<file path="config.mk">
export PLATFORM = sky130hd
export DESIGN_NAME = multi_ch_trg
export DESIGN_NICKNAME = d
export VERILOG_FILES = /design/src/rtl/multi_ch_trg.sv
export SDC_FILE = /design/constraint.sdc
export NUM_CORES = 2
export LEC_CHECK = 0
export BUFFER_PORTS_ARGS = -buffer_cell sky130_fd_sc_hd__buf_4
export CAP_MARGIN = 20
export CORE_MARGIN = 4
export CORE_UTILIZATION = 45
export CTS_BUF_LIST = sky130_fd_sc_hd__clkbuf_8
export DETAILED_ROUTE_END_ITERATION = 7
export GPL_ROUTABILITY_DRIVEN = 0
export GPL_TIMING_DRIVEN = 0
export MAX_ROUTING_LAYER = met4
export PLACE_DENSITY = 0.73
export SETUP_SLACK_MARGIN = 0.05
export SLEW_MARGIN = 25
export SYNTH_ARGS = -nofsm -noshare
export SYNTH_HDL_FRONTEND = slang
export SYNTH_SLANG_ARGS = --single-unit
</file>
<file path="constraint.sdc">
create_clock -name CLK -period 12.3 [get_ports CLK]
set_input_delay 2.46 -clock CLK [delete_from_list [all_inputs] [get_ports CLK]]
set_output_delay 2.46 -clock CLK [all_outputs]
set_load 0.01 [all_outputs]
</file>
<file path="src/rtl/multi_ch_trg.sv">
// Multi-channel ADC threshold trigger: per-channel hit detection, pre/post gating
// of a delayed word stream, frame length cap and hit-time capture.
module multi_ch_trg #(
  parameter int N_CH                 = 2,
  parameter int PRE_ACQUI_LEN        = 4,
  parameter int POST_ACQUI_LEN       = 38,
  parameter int ACQUI_LEN            = 100,
  parameter int TIME_STAMP_WIDTH     = 48,
  parameter int ADC_RESOLUTION_WIDTH = 12,
  parameter int TDATA_WIDTH          = 128
) (
  input  logic                                         CLK,
  input  logic                                         RESET,
  input  logic [N_CH*TDATA_WIDTH-1:0]                  TDATA,
  input  logic [N_CH-1:0]                              TVALID,
  input  logic [N_CH*(ADC_RESOLUTION_WIDTH+1)-1:0]     THRESHOLD_VAL,
  input  logic [N_CH*ADC_RESOLUTION_WIDTH-1:0]         BASELINE,
  input  logic [N_CH-1:0]                              POLARITY,
  input  logic [TIME_STAMP_WIDTH-1:0]                  CURRENT_TIME,
  output logic [N_CH*TIME_STAMP_WIDTH-1:0]             TIME_STAMP,
  output logic [N_CH*$clog2(TDATA_WIDTH/16)-1:0]       HIT_SAMPLE,
  output logic [N_CH*ADC_RESOLUTION_WIDTH-1:0]         BASELINE_WHEN_HIT,
  output logic [N_CH*(ADC_RESOLUTION_WIDTH+1)-1:0]     THRESHOLD_WHEN_HIT,
  output logic [N_CH-1:0]                              TRIGGERED,
  output logic [N_CH*TDATA_WIDTH-1:0]                  DATA,
  output logic [N_CH-1:0]                              VALID,
  output logic [N_CH-1:0]                              OVER_LEN
);

  localparam int SPT = TDATA_WIDTH / 16;
  localparam int IW  = $clog2(SPT);
  localparam int ARW = ADC_RESOLUTION_WIDTH;
  localparam int TSW = TIME_STAMP_WIDTH;
  localparam int PL  = PRE_ACQUI_LEN + 1;
  localparam int CW  = $clog2(ACQUI_LEN + 1);
  localparam int PW  = $clog2(POST_ACQUI_LEN + 1);

  typedef enum logic [1:0] {IDLE, ACQ, POST, HOLD} state_t;

  for (genvar c = 0; c < N_CH; c++) begin : g_ch
    state_t                  state, state_n;
    logic [CW-1:0]           cnt, cnt_n, pre_new;
    logic [PW-1:0]           post_cnt, post_n;
    logic [TDATA_WIDTH-1:0]  dline [PL];
    logic [PL-1:0]           vline, mline, oline;
    logic                    hit, cmp, start, mark_cur, over_cur;
    logic [IW-1:0]           hit_idx;
    logic [TDATA_WIDTH-1:0]  word_fmt;
    logic [ARW-1:0]          smp, base;
    logic signed [ARW:0]     delta, thr;
    logic [TSW-1:0]          ts_q;
    logic [IW-1:0]           hs_q;
    logic [ARW-1:0]          bl_q;
    logic [ARW:0]            th_q;

    assign base = BASELINE[c*ARW +: ARW];
    assign thr  = THRESHOLD_VAL[c*(ARW+1) +: ARW+1];

    // Descending scan so the lowest hit lane index wins.
    always_comb begin
      hit      = 1'b0;
      hit_idx  = '0;
      word_fmt = '1;
      smp      = '0;
      delta    = '0;
      cmp      = 1'b0;
      for (int i = SPT - 1; i >= 0; i--) begin
        smp   = TDATA[c*TDATA_WIDTH + 16*i + 15 -: ARW];
        delta = $signed({smp[ARW-1], smp}) - $signed({base[ARW-1], base});
        cmp   = POLARITY[c] ? (delta <= thr) : (delta >= thr);
        if (TVALID[c]) begin
          word_fmt[16*i +: 16] = 16'(smp);
          if (cmp) begin
            hit     = 1'b1;
            hit_idx = IW'(i);
          end
        end
      end
    end

    // Pre-words still unmarked in the delay line are the ones this frame may claim.
    always_comb begin
      pre_new = '0;
      for (int k = 0; k < PL - 1; k++)
        if (!mline[k]) pre_new = pre_new + 1'b1;
    end

    always_comb begin
      state_n  = state;
      cnt_n    = cnt;
      post_n   = post_cnt;
      start    = 1'b0;
      mark_cur = 1'b0;
      over_cur = 1'b0;
      case (state)
        IDLE: begin
          if (hit) begin
            start    = 1'b1;
            mark_cur = 1'b1;
            cnt_n    = pre_new + 1'b1;
            post_n   = '0;
            state_n  = ACQ;
            if (cnt_n >= CW'(ACQUI_LEN)) begin
              over_cur = 1'b1;
              state_n  = HOLD;
            end
          end
        end
        ACQ, POST: begin
          mark_cur = 1'b1;
          cnt_n    = cnt + 1'b1;
          if (hit) begin
            post_n  = '0;
            state_n = ACQ;
          end else begin
            post_n  = post_cnt + 1'b1;
            state_n = (post_n == PW'(POST_ACQUI_LEN)) ? IDLE : POST;
          end
          if (cnt_n == CW'(ACQUI_LEN)) begin
            over_cur = 1'b1;
            post_n   = '0;
            state_n  = HOLD;
          end
        end
        HOLD: begin
          if (!hit) state_n = IDLE;
        end
        default: state_n = IDLE;
      endcase
    end

    always_ff @(posedge CLK) begin
      if (RESET) begin
        state    <= IDLE;
        cnt      <= '0;
        post_cnt <= '0;
        for (int k = 0; k < PL; k++) dline[k] <= '1;
        vline    <= '0;
        mline    <= '0;
        oline    <= '0;
        ts_q     <= '0;
        hs_q     <= '0;
        bl_q     <= '0;
        th_q     <= '0;
      end else begin
        state    <= state_n;
        cnt      <= cnt_n;
        post_cnt <= post_n;
        dline[0] <= word_fmt;
        for (int k = 1; k < PL; k++) dline[k] <= dline[k-1];
        vline    <= {vline[PL-2:0], TVALID[c]};
        mline    <= {mline[PL-2:0] | {(PL-1){start}}, mark_cur};
        oline    <= {oline[PL-2:0], over_cur};
        if (start) begin
          ts_q <= CURRENT_TIME;
          hs_q <= hit_idx;
          bl_q <= base;
          th_q <= thr;
        end
      end
    end

    assign DATA[c*TDATA_WIDTH +: TDATA_WIDTH] = dline[PL-1];
    assign VALID[c]                           = vline[PL-1];
    assign TRIGGERED[c]                       = mline[PL-1];
    assign OVER_LEN[c]                        = oline[PL-1];
    assign TIME_STAMP[c*TSW +: TSW]           = ts_q;
    assign HIT_SAMPLE[c*IW +: IW]             = hs_q;
    assign BASELINE_WHEN_HIT[c*ARW +: ARW]    = bl_q;
    assign THRESHOLD_WHEN_HIT[c*(ARW+1) +: ARW+1] = th_q;
  end

endmodule
</file>
==> flow_summary.yaml <==
logic_synthesis:
  synth-seq-area-share: 0.4853
  syn-num-nets: 5708
  yosys_warnings: 0
  syn-cell-area_mm2: 0.04876
  ys_ff_latch: 1182
  yosys.area.top_type_share: 0.4853
  synthCells: 4912
  synth.most_common_cell: "dfxtp_1"
  synth_cell_types: 76
  synth_commonest_cells: "dfxtp_1, or2_2, ha_1"
  async_reset_ff_frac: 0
  synth_area_per_cell_um2: 9.926
  synth_enable_flop_cells: 0
  yosysTopAreaCell: "dfxtp_1"
  synthFlopType: "dfxtp_1"
  netlist_top_cells_area: "dfxtp_1, ha_1, or2_2"
clock_network:
  clock_path_buffers: 3
  clkTransAtPathRegs_ps: 60
  cts_setup_buffers: 0
  ctsResizeCount: 0
  clock-sinks: 1182
  cts_root_buf: "clkbuf_8"
  hold_buffers: 0
  clk_latency_ps: 840
  htreeDepth: 4
  cts_buffers: 185
  cts_tree: "done"
sta:
  fmax_ghz: 0.1242
  worst_slew_pin_slew_ps: 979.3
  hold_violations: 0
  slew_headroom: 0.3472
  period_minus_slack_ps: 8050
  setup_viol: 0
  rsz0062_at_grt: "no"
  setup-tns-final_ps: 0
  slew_viol_final: 0
  finalCritPeriodShare: 0.6545
  skew_ps: 40.06
floorplanning:
  io_pins: 774
  core_area_mm2: 0.1074
  die-area_mm2: 0.1137
  initial_core_util: 0.4542
  die_y_um: 337.2
  fp.dieW_um: 337.2
  fp-row-count: 120
global_route:
  grtUsageMet2: 0.4062
  grt_usage: 0.2542
  overflow: 0
  grt_pass1_vias: 35550
  antenna_found_initial: 34
  use_met1: 0.3026
  grt_use_met3: 0.05807
  grt_pass1_wl_mm: 210.2
  grt_busiest_layer: "met2"
  grt_max_degree: 33
finish:
  num-nets-final: 6602
  final_cells: 7387
  drive_gt1_frac: 0.3511
  area_growth_pct: 23.09
  fin_util: 0.5590
  nFillCells: 9383
drt:
  drt_iter0_drc: 1962
  dr.pass1.iters: 6
  ant_nets: 0
  routed_via_density: 4.932
  drcViolationCount: 0
  wl_per_cell_um: 19.65
  routed_wl_mm: 145.2
  vias: 36440
critical_path:
  crit_arrival_ps: 8820
  criticalPathCategory: "input port to flop"
  cp_max_fo: 12
  required_ps: 13070
  critPathLaunchType: "input port"
  critPathCaptureType: "flop"
place:
  dp_cells: 7022
  portBuffers: 707
  hpwl_mm: 112.9
pwr:
  leakagePower_nw: 25.98
  ir_drop_mv: 0.1072
  powerDensity_mw_per_mm2: 150.2
worst_hold_path:
  hp-class: "flop to flop"
run:
  cap_violations: 0
status:
  status: "complete, no violations"
## stage by stage
step	total power [mW]	setup WS (ps)	cell area [µm²]	hold slack, ps
3_3_place_gp	5.461	3432	55820	390.4
2_1_floorplan	5.006	5105	48760	389.5
6_report	9.017	4250	60020	374.0
3_5_place_dp	5.509	3364	55830	392.3
4_1_cts	9.074	4284	59940	379.5
5_1_grt	9.435	3784	60000	386.0
## cell families (layout without fill, tap and decap cells)
family / after synthesis / in the layout / share of synthesized area
AO/OA/AOI/OAI: 609 / 609 / 0.08227
XOR/XNOR: 146 / 146 / 0.02623
adder cells (fa/ha/maj): 436 / 436 / 0.1143
buffers and inverters: 623 / 1666 / 0.06959
flip-flops: 1182 / 1182 / 0.4853
multiplexers: 89 / 89 / 0.01840
other: 0 / 29 / 0
AND/OR/NAND/NOR: 1827 / 1827 / 0.2039
## state kept, by name, summed over array words and instances (netlist names)
name / cells
g_ch.vline: 10
g_ch.oline: 10
g_ch.hs_q: 6
g_ch.dline: 970
g_ch.bl_q: 24
g_ch.state: 4
g_ch.cnt: 14
g_ch.mline: 10
g_ch.post_cnt: 12
g_ch.ts_q: 96
g_ch.th_q: 26
## where the power goes
part	total [mW]	internal [mW]	switching [mW]
logic	1.46	0.626	0.829
registers	3.99	3.94	0.0495
clock network	3.57	2.00	1.56
## critical path: stages
cell       delay, ps
buf_4            180
inv_1            610
ha_1             360
nor2b_1          130
o21ai_0          190
a21boi_0         150
o21ai_0          230
a21oi_1          150
o2111ai_1        210
nand3_1          140
o41a_1           350
xor2_1           150
ha_1             330
nand4_1          110
nor3_1           270
o21ai_0          210
and3_1           180
o21ai_0          620
a211o_4          260
o21a_1           130
buf_2            220
clkbuf_1         730
nand2_1          240
a21oi_1          170
## path summary, 6_finish.rpt
path	from	to	slack, ps	depth (start not counted)
worst max-delay path	BASELINE[13]	g_ch[1].bl_q[0]$_SDFFE_PP0P_	4250	24
worst min-delay path	g_ch[1].dline[0][356]$_SDFF_PP1_	g_ch[1].dline[0][484]$_SDFF_PP1_	370	1
worst max register to register	g_ch[1].state[0]$_SDFFE_PP0P_	g_ch[1].bl_q[0]$_SDFFE_PP0P_	9630	9
worst min register to register	g_ch[1].dline[0][356]$_SDFF_PP1_	g_ch[1].dline[0][484]$_SDFF_PP1_	370	1
## layout by cell type, fill, tap and decap left out, drive strengths merged, types with 84 or more instances in the layout
| master | synthesis | routed |
|---|---|---|
| nor2 | 252 | 252 |
| inv | 191 | 241 |
| clkbuf | 143 | 381 |
| mux2i | 84 | 84 |
| a21oi | 219 | 219 |
| ha | 420 | 420 |
| buf | 287 | 994 |
| xnor2 | 94 | 94 |
| nand2 | 319 | 319 |
| or2 | 779 | 779 |
| dfxtp | 1182 | 1182 |
| o21ai | 100 | 100 |
| nand2b | 190 | 190 |
## layout make-up
type / count / area [µm²] / area share
clock inverters: 98 / 837.1 / 0.01395
well taps: 1403 / 1755 / 0.02925
clock buffers: 238 / 3276 / 0.05458
inverters: 193 / 724.4 / 0.01207
repair buffers: 707 / 5308 / 0.08844
flip-flops and latches: 1182 / 23670 / 0.3943
diodes: 29 / 72.57 / 0.001209
multi-input cells: 3107 / 21700 / 0.3616
plain buffers: 430 / 2675 / 0.04457
## routing by layer
layer / vias to the layer above / part of all wire
met5: - / 0
met4: 0 / 0.050
met3: 358 / 0.080
met2: 1353 / 0.46
met1: 16860 / 0.41
li1: 17860 / -
(Power assumes the default switching activity.)
